File: src/rtl/decimal_entry_unit.sv
// ---------------------------------------------------------------------------
// decimal_entry_unit
//
// Keypad-side front end for the calculator. Collects an optional sign and up
// to three decimal digits from single-cycle strobes, then converts the signed
// decimal entry into an 8-bit two's-complement operand with a fixed-latency
// reverse double-dabble engine. A one-cycle VALID pulse presents the result
// together with an out-of-range flag. The digit buffer is echoed so the
// display can show the entry while it is being typed.
//
// Ports:
//   CLOCK_50      in   1  system clock, rising edge
//   RST           in   1  synchronous active-high reset
//   DIGIT         in   4  digit value, qualified by DIGIT_STB
//   DIGIT_STB     in   1  pulse: append DIGIT to the buffer
//   NEG_STB       in   1  pulse: toggle entry sign
//   ENTER_STB     in   1  pulse: start conversion
//   CLEAR_STB     in   1  pulse: discard entry
//   VALUE         out  8  two's-complement result, held until next result
//   VALID         out  1  pulse: VALUE/OVF just updated
//   OVF           out  1  last result was outside -128..127
//   BUSY          out  1  conversion in progress
//   ENT_HUNDREDS  out  4  entry buffer hundreds digit
//   ENT_TENS      out  4  entry buffer tens digit
//   ENT_ONES      out  4  entry buffer ones digit
//   ENT_NEG       out  1  entry sign (1 = negative)
// ---------------------------------------------------------------------------
module decimal_entry_unit #(
  parameter int NDIG     = 3,
  parameter int CONV_CYC = 10
) (
  input  logic       CLOCK_50,
  input  logic       RST,
  input  logic [3:0] DIGIT,
  input  logic       DIGIT_STB,
  input  logic       NEG_STB,
  input  logic       ENTER_STB,
  input  logic       CLEAR_STB,
  output logic [7:0] VALUE,
  output logic       VALID,
  output logic       OVF,
  output logic       BUSY,
  output logic [3:0] ENT_HUNDREDS,
  output logic [3:0] ENT_TENS,
  output logic [3:0] ENT_ONES,
  output logic       ENT_NEG
);

  typedef enum logic [1:0] {
    S_IDLE,
    S_ENTRY,
    S_CONV,
    S_CHECK
  } state_t;

  state_t      r_state;
  state_t      w_stateNext;

  logic [3:0]  r_hundreds;
  logic [3:0]  r_tens;
  logic [3:0]  r_ones;
  logic [1:0]  r_count;
  logic        r_neg;
  logic [21:0] r_shift;
  logic [3:0]  r_iter;
  logic [7:0]  r_value;
  logic        r_valid;
  logic        r_ovf;

  logic        w_doClear;
  logic        w_doEnter;
  logic        w_doNeg;
  logic        w_doDigit;
  logic        w_busy;
  logic        w_check;
  logic [21:0] w_shifted;
  logic [21:0] w_shiftNext;
  logic [9:0]  w_mag;
  logic [7:0]  w_resultValue;
  logic        w_resultOvf;

  // State register.
  always_ff @(posedge CLOCK_50) begin
    if (RST) begin
      r_state <= S_IDLE;
    end else begin
      r_state <= w_stateNext;
    end
  end

  // Next-state logic. Strobes are only honoured while an entry is open, and
  // only the highest-priority one (CLEAR > ENTER > NEG > DIGIT) takes effect.
  always_comb begin
    w_stateNext = r_state;
    w_doClear   = 1'b0;
    w_doEnter   = 1'b0;
    w_doNeg     = 1'b0;
    w_doDigit   = 1'b0;
    case (r_state)
      S_IDLE, S_ENTRY: begin
        if (CLEAR_STB) begin
          w_doClear   = 1'b1;
          w_stateNext = S_IDLE;
        end else if (ENTER_STB) begin
          w_doEnter   = 1'b1;
          w_stateNext = S_CONV;
        end else if (NEG_STB) begin
          w_doNeg     = 1'b1;
          w_stateNext = S_ENTRY;
        end else if (DIGIT_STB) begin
          w_doDigit   = 1'b1;
          w_stateNext = S_ENTRY;
        end
      end
      S_CONV: begin
        if (r_iter == 4'(CONV_CYC - 1)) begin
          w_stateNext = S_CHECK;
        end
      end
      S_CHECK: begin
        w_stateNext = S_IDLE;
      end
      default: begin
        w_stateNext = S_IDLE;
      end
    endcase
  end

  // Output decode from the current state.
  always_comb begin
    w_busy  = (r_state == S_CONV) || (r_state == S_CHECK);
    w_check = (r_state == S_CHECK);
  end

  // One reverse double-dabble step: shift the whole {BCD, BIN} word right,
  // then correct every BCD nibble that picked up a half-weight carry (>= 8).
  always_comb begin
    w_shifted   = r_shift >> 1;
    w_shiftNext = w_shifted;
    for (int i = 0; i < 3; i++) begin
      if (w_shifted[10 + 4*i +: 4] >= 4'd8) begin
        w_shiftNext[10 + 4*i +: 4] = w_shifted[10 + 4*i +: 4] - 4'd3;
      end
    end
  end

  // Range check and sign application on the converted magnitude. -128 is the
  // only negative value whose magnitude does not fit in 7 bits.
  always_comb begin
    w_mag         = r_shift[9:0];
    w_resultValue = 8'h00;
    w_resultOvf   = 1'b1;
    if (!r_neg && (w_mag <= 10'd127)) begin
      w_resultValue = w_mag[7:0];
      w_resultOvf   = 1'b0;
    end else if (r_neg && (w_mag <= 10'd128)) begin
      w_resultValue = 8'h00 - w_mag[7:0];
      w_resultOvf   = 1'b0;
    end
  end

  // Entry buffer, conversion engine and result registers. The buffer is a
  // fixed three-digit shift register; extra digits and non-decimal codes are
  // dropped silently.
  always_ff @(posedge CLOCK_50) begin
    if (RST) begin
      r_hundreds <= 4'd0;
      r_tens     <= 4'd0;
      r_ones     <= 4'd0;
      r_count    <= 2'd0;
      r_neg      <= 1'b0;
      r_shift    <= 22'd0;
      r_iter     <= 4'd0;
      r_value    <= 8'h00;
      r_valid    <= 1'b0;
      r_ovf      <= 1'b0;
    end else begin
      r_valid <= 1'b0;
      if (w_doClear) begin
        r_hundreds <= 4'd0;
        r_tens     <= 4'd0;
        r_ones     <= 4'd0;
        r_count    <= 2'd0;
        r_neg      <= 1'b0;
      end else if (w_doEnter) begin
        r_shift <= {r_hundreds, r_tens, r_ones, 10'd0};
        r_iter  <= 4'd0;
      end else if (w_doNeg) begin
        r_neg <= ~r_neg;
      end else if (w_doDigit && (DIGIT <= 4'd9) && (r_count < 2'(NDIG))) begin
        r_hundreds <= r_tens;
        r_tens     <= r_ones;
        r_ones     <= DIGIT;
        r_count    <= r_count + 2'd1;
      end

      if (r_state == S_CONV) begin
        r_shift <= w_shiftNext;
        r_iter  <= r_iter + 4'd1;
      end

      if (w_check) begin
        r_value    <= w_resultValue;
        r_ovf      <= w_resultOvf;
        r_valid    <= 1'b1;
        r_hundreds <= 4'd0;
        r_tens     <= 4'd0;
        r_ones     <= 4'd0;
        r_count    <= 2'd0;
        r_neg      <= 1'b0;
      end
    end
  end

  assign VALUE        = r_value;
  assign VALID        = r_valid;
  assign OVF          = r_ovf;
  assign BUSY         = w_busy;
  assign ENT_HUNDREDS = r_hundreds;
  assign ENT_TENS     = r_tens;
  assign ENT_ONES     = r_ones;
  assign ENT_NEG      = r_neg;

endmodule
File: config.mk
export PLATFORM = sky130hd
export DESIGN_NAME = decimal_entry_unit
export DESIGN_NICKNAME = d
export VERILOG_FILES = /design/src/rtl/decimal_entry_unit.sv
export SDC_FILE = /design/constraint.sdc
export NUM_CORES = 1
export LEC_CHECK = 0
export ABC_AREA = 1
export BUFFER_PORTS_ARGS = -buffer_cell sky130_fd_sc_hd__buf_2
export CAP_MARGIN = 0
export CORE_AREA = 2 2 84 86
export DETAILED_ROUTE_END_ITERATION = 8
export DIE_AREA = 0 0 86 88
export SYNTH_ARGS = -nofsm -noshare
export SYNTH_HDL_FRONTEND = slang
export SYNTH_SLANG_ARGS = --single-unit
File: constraint.sdc
create_clock -name CLOCK_50 -period 1.2 [get_ports CLOCK_50]
set_input_delay 0.24 -clock CLOCK_50 [delete_from_list [all_inputs] [get_ports CLOCK_50]]
set_output_delay 0.24 -clock CLOCK_50 [all_outputs]
set_load 0.02 [all_outputs]
==> reports/qor.txt <==
Die Height - 88 um
# fillers - 645
CP Class - reg -> reg
Hold WC Path Type - in -> reg
Setup violations, final - 27
routed wire length - 6200 um
met3 Resource Use GR - 3.02%
initial antenna violation count - 0
clock network fraction of total power - 29.3%
reg2reg setup slack - -0.06 ns
core area - 0.00664 mm^2
Initial Utilization - 38.7%
skew final - 0.0152 ns
via count - 2470
Initial DRT Pass Iterations - 4
Peak VDD IR - 0.559 mV
CTS root buf - clkbuf_8
fin crit period - 1.26 ns
most frequent cells in the layout - 77 x nand2_1, 39 x buf_4, 38 x dfxtp_1, 38 x a21oi_1, 32 x buf_2
Most Crowded Layer GR - met2
sequential share of power - 53.1%
crit end category - flop
antenna cells - 0
Max stage delay on crit path - 0.38 ns
DRC Markers - 0
Post-synth EDFFs - 0
final hold violation count - 0
row cnt - 30
chip width - 86 um
relative slew slack - 80.1%
nets@finish - 451
Setup crit start kind - flop
Int Pwr - 2.51 mW
num ports - 34
adder-cell area share of the yosys netlist - 3.89%
mux contribution to synthesized area - 0%
Netlist cell types - 29
worst-skew pair later-pin latency - 0.31 ns
Die ar. - 0.00757 mm^2
CTS clk-pin slew, worst paths - 0.10 ns
Clock Path Buffers - 2
Yosys warnings - 0
global-route met2 utilization - 27.7%
sw power - 1.00 mW
M1 GR Usage - 20.9%
switch share - 28.5%
layout cells sized above 1 - 36.6%
placed cells - 500
clk sinks - 53
commonest register cell after synthesis - dfxtp_1
CP Cell Sequence - nor2_4 > nand2_4 > nand2_8 > buf_6 > o21ai_1 > o21bai_1 > inv_1
fmax - 795 MHz
Post-Syn Area - 0.00257 mm^2
Crit-path slowest cell - dfxtp_4
RSZ-0062 raised after global routing - yes
WL per Instance - 12.1 um
Comb power frac - 17.5%
largest net degree at the start of global routing - 18
main combinational cell family by area after synthesis - simple AND/OR/NAND/NOR gates
Synth Area in XOR/XNOR - 0%
vias in the first global route - 2271
Worst-Margin Slew - 0.298 ns
Max Slew Vio Count - 0
Syn Nets - 375
fraction of registers with async set/reset - 0%
first-pass GRT wire length - 9990 um
post-synthesis compound-gate area fraction - 16.9%
IO Port Bufs - 33
HPWL after DPL - 4400 um
H-tree depth - 2
DR iter-0 viols - 129
period utilisation layout - 105%
sequential fraction of the synthesis area - 41.2%
required time of the critical path - 1.45 ns
CTS Buf Count - 5
number of synthesized register bits - 53
crit path DAT - 1.50 ns
main area contributors after synthesis - dfxtp_1 41%, nand2_1 12%, a21oi_1 7.4%, o21ai_0 6.0%, inv_1 5.4%
area grow syn2layout - 37.2%
GR Overflow Total - 0
Hold Slack - 0.237 ns
Total GRT Usage - 16.3%
antenna-violating nets left - 0
CTS tree - done
setup ws final - -0.0583 ns
vias per cell - 4.81
Post-Layout Cell Count - 514
Final Util - 53.1%
Lkg Pwr - 1.54 nW
Max Cap Violations - 0
status - finished with violations
placer congestion estimate - 0.855
Simple-Gate Fraction of Synth Area - 28.7%
top cell type's share of synthesized area - 41.2%
Syn Inst Count - 357
failing checks - negative setup slack
CP Max Fanout - 7
area leader, netlist - dfxtp_1
Synth Area per Inst - 7.21 um^2
Pwr Density - 995 mW/mm^2
most common cell after layout, fill and taps aside - nand2_1
==> flip-flops by register name (all words and copies together) (netlist names) <==
| signal | cells |
|---|---|
| r_iter | 4 |
| r_shift | 22 |
| ENT_HUNDREDS | 4 |
| r_count | 2 |
| ENT_NEG | 1 |
| ENT_ONES | 4 |
| OVF | 1 |
| ENT_TENS | 4 |
| r_state | 2 |
| VALUE | 8 |
| VALID | 1 |
==> worst max-delay path, delay by kind of cell, from the launching register on <==
family	cells	cell delay [ns]
AOI/OAI and AO/OA	2	0.20
buffers and inverters	2	0.16
DFF	1	0.38
and+or+nand+nor	3	0.46
==> stage by stage <==
step | cell area (um^2) | TNS, ns | worst slack, ns | power, mW
floorplan | 2610 | -0.0190 | -0.0131 | 2.19
finish | 3530 | -0.682 | -0.0583 | 3.51
detailed placement | 3150 | -2.18 | -0.124 | 2.39
global placement | 3150 | -0.891 | -0.0612 | 2.38
CTS | 3340 | -0.321 | -0.0267 | 3.44
global route | 3530 | -3.10 | -0.126 | 3.68
==> worst paths after layout <==
| kind | startpoint | endpoint | cells past startpoint |
|---|---|---|---|
| min | ENTER_STB | r_shift[21]$_SDFFE_PP0P_ | 3 |
| max | r_state[1]$_SDFFE_PP0P_ | r_shift[17]$_SDFFE_PP0P_ | 7 |
| max reg2reg | r_state[1]$_SDFFE_PP0P_ | r_shift[17]$_SDFFE_PP0P_ | 7 |
| min reg2reg | VALUE[4]$_SDFFE_PP0P_ | VALUE[4]$_SDFFE_PP0P_ | 2 |
==> cells in the mapped netlist, types with 3 or more instances <==
cell type and number:
nand3_1 22, ha_1 8, a21oi_1 38, nand3b_1 6, nor2_1 35, nor3_1 3
buf_4 4, nand2_4 3, a31oi_1 4, o21ai_0 31, buf_2 3, inv_1 37
dfxtp_1 53, or2_2 4, o22ai_1 3, nand2_1 81, clkbuf_1 4
==> power by group through the flow <==
stage / sequential (mW) / clock (mW) / combinational, mW
5_1_grt: 1.87 / 1.12 / 0.682
4_1_cts: 1.86 / 1.06 / 0.522
2_1_floorplan: 1.89 / 0 / 0.298
3_3_place_gp: 1.89 / 0 / 0.487
3_5_place_dp: 1.90 / 0 / 0.491
6_report: 1.87 / 1.03 / 0.616
==> what timing repair did <==
item	4_1_cts	5_1_grt
gates cloned	0	2
endpoints found under the setup margin	49	50
pin swaps	10	16
hold buffers	0	0
gates resized for setup	39	51
setup buffers	1	3
hold endpoints to repair	0	0
==> layer usage <==
metal	vias up	share of wire (%)	wire [um]
met5	-	0	0
met4	0	1.0	63
met3	4	3.2	197
met2	34	50	3100
met1	1126	46	2840
li1	1306	-	-
==> cells by family after synthesis <==
family	count (synthesis)
AND/OR/NAND/NOR	161
adder cells (fa/ha/maj)	8
buffers and inverters	54
flip-flops	53
AO/OA/AOI/OAI	81
==> cell type report <==
type	count	area, um^2	share of cell area (%)
Inverter	41	184	5.21
Sequential cell	53	1080	30.7
Tap cell	80	100	2.84
Timing Repair inverter	1	6.26	0.177
Clock inverter	3	21.3	0.603
Multi-Input combinational cell	250	1460	41.2
Clock buffer	5	68.8	1.95
Timing Repair Buffer	81	609	17.3
(Power assumes the default switching activity.)
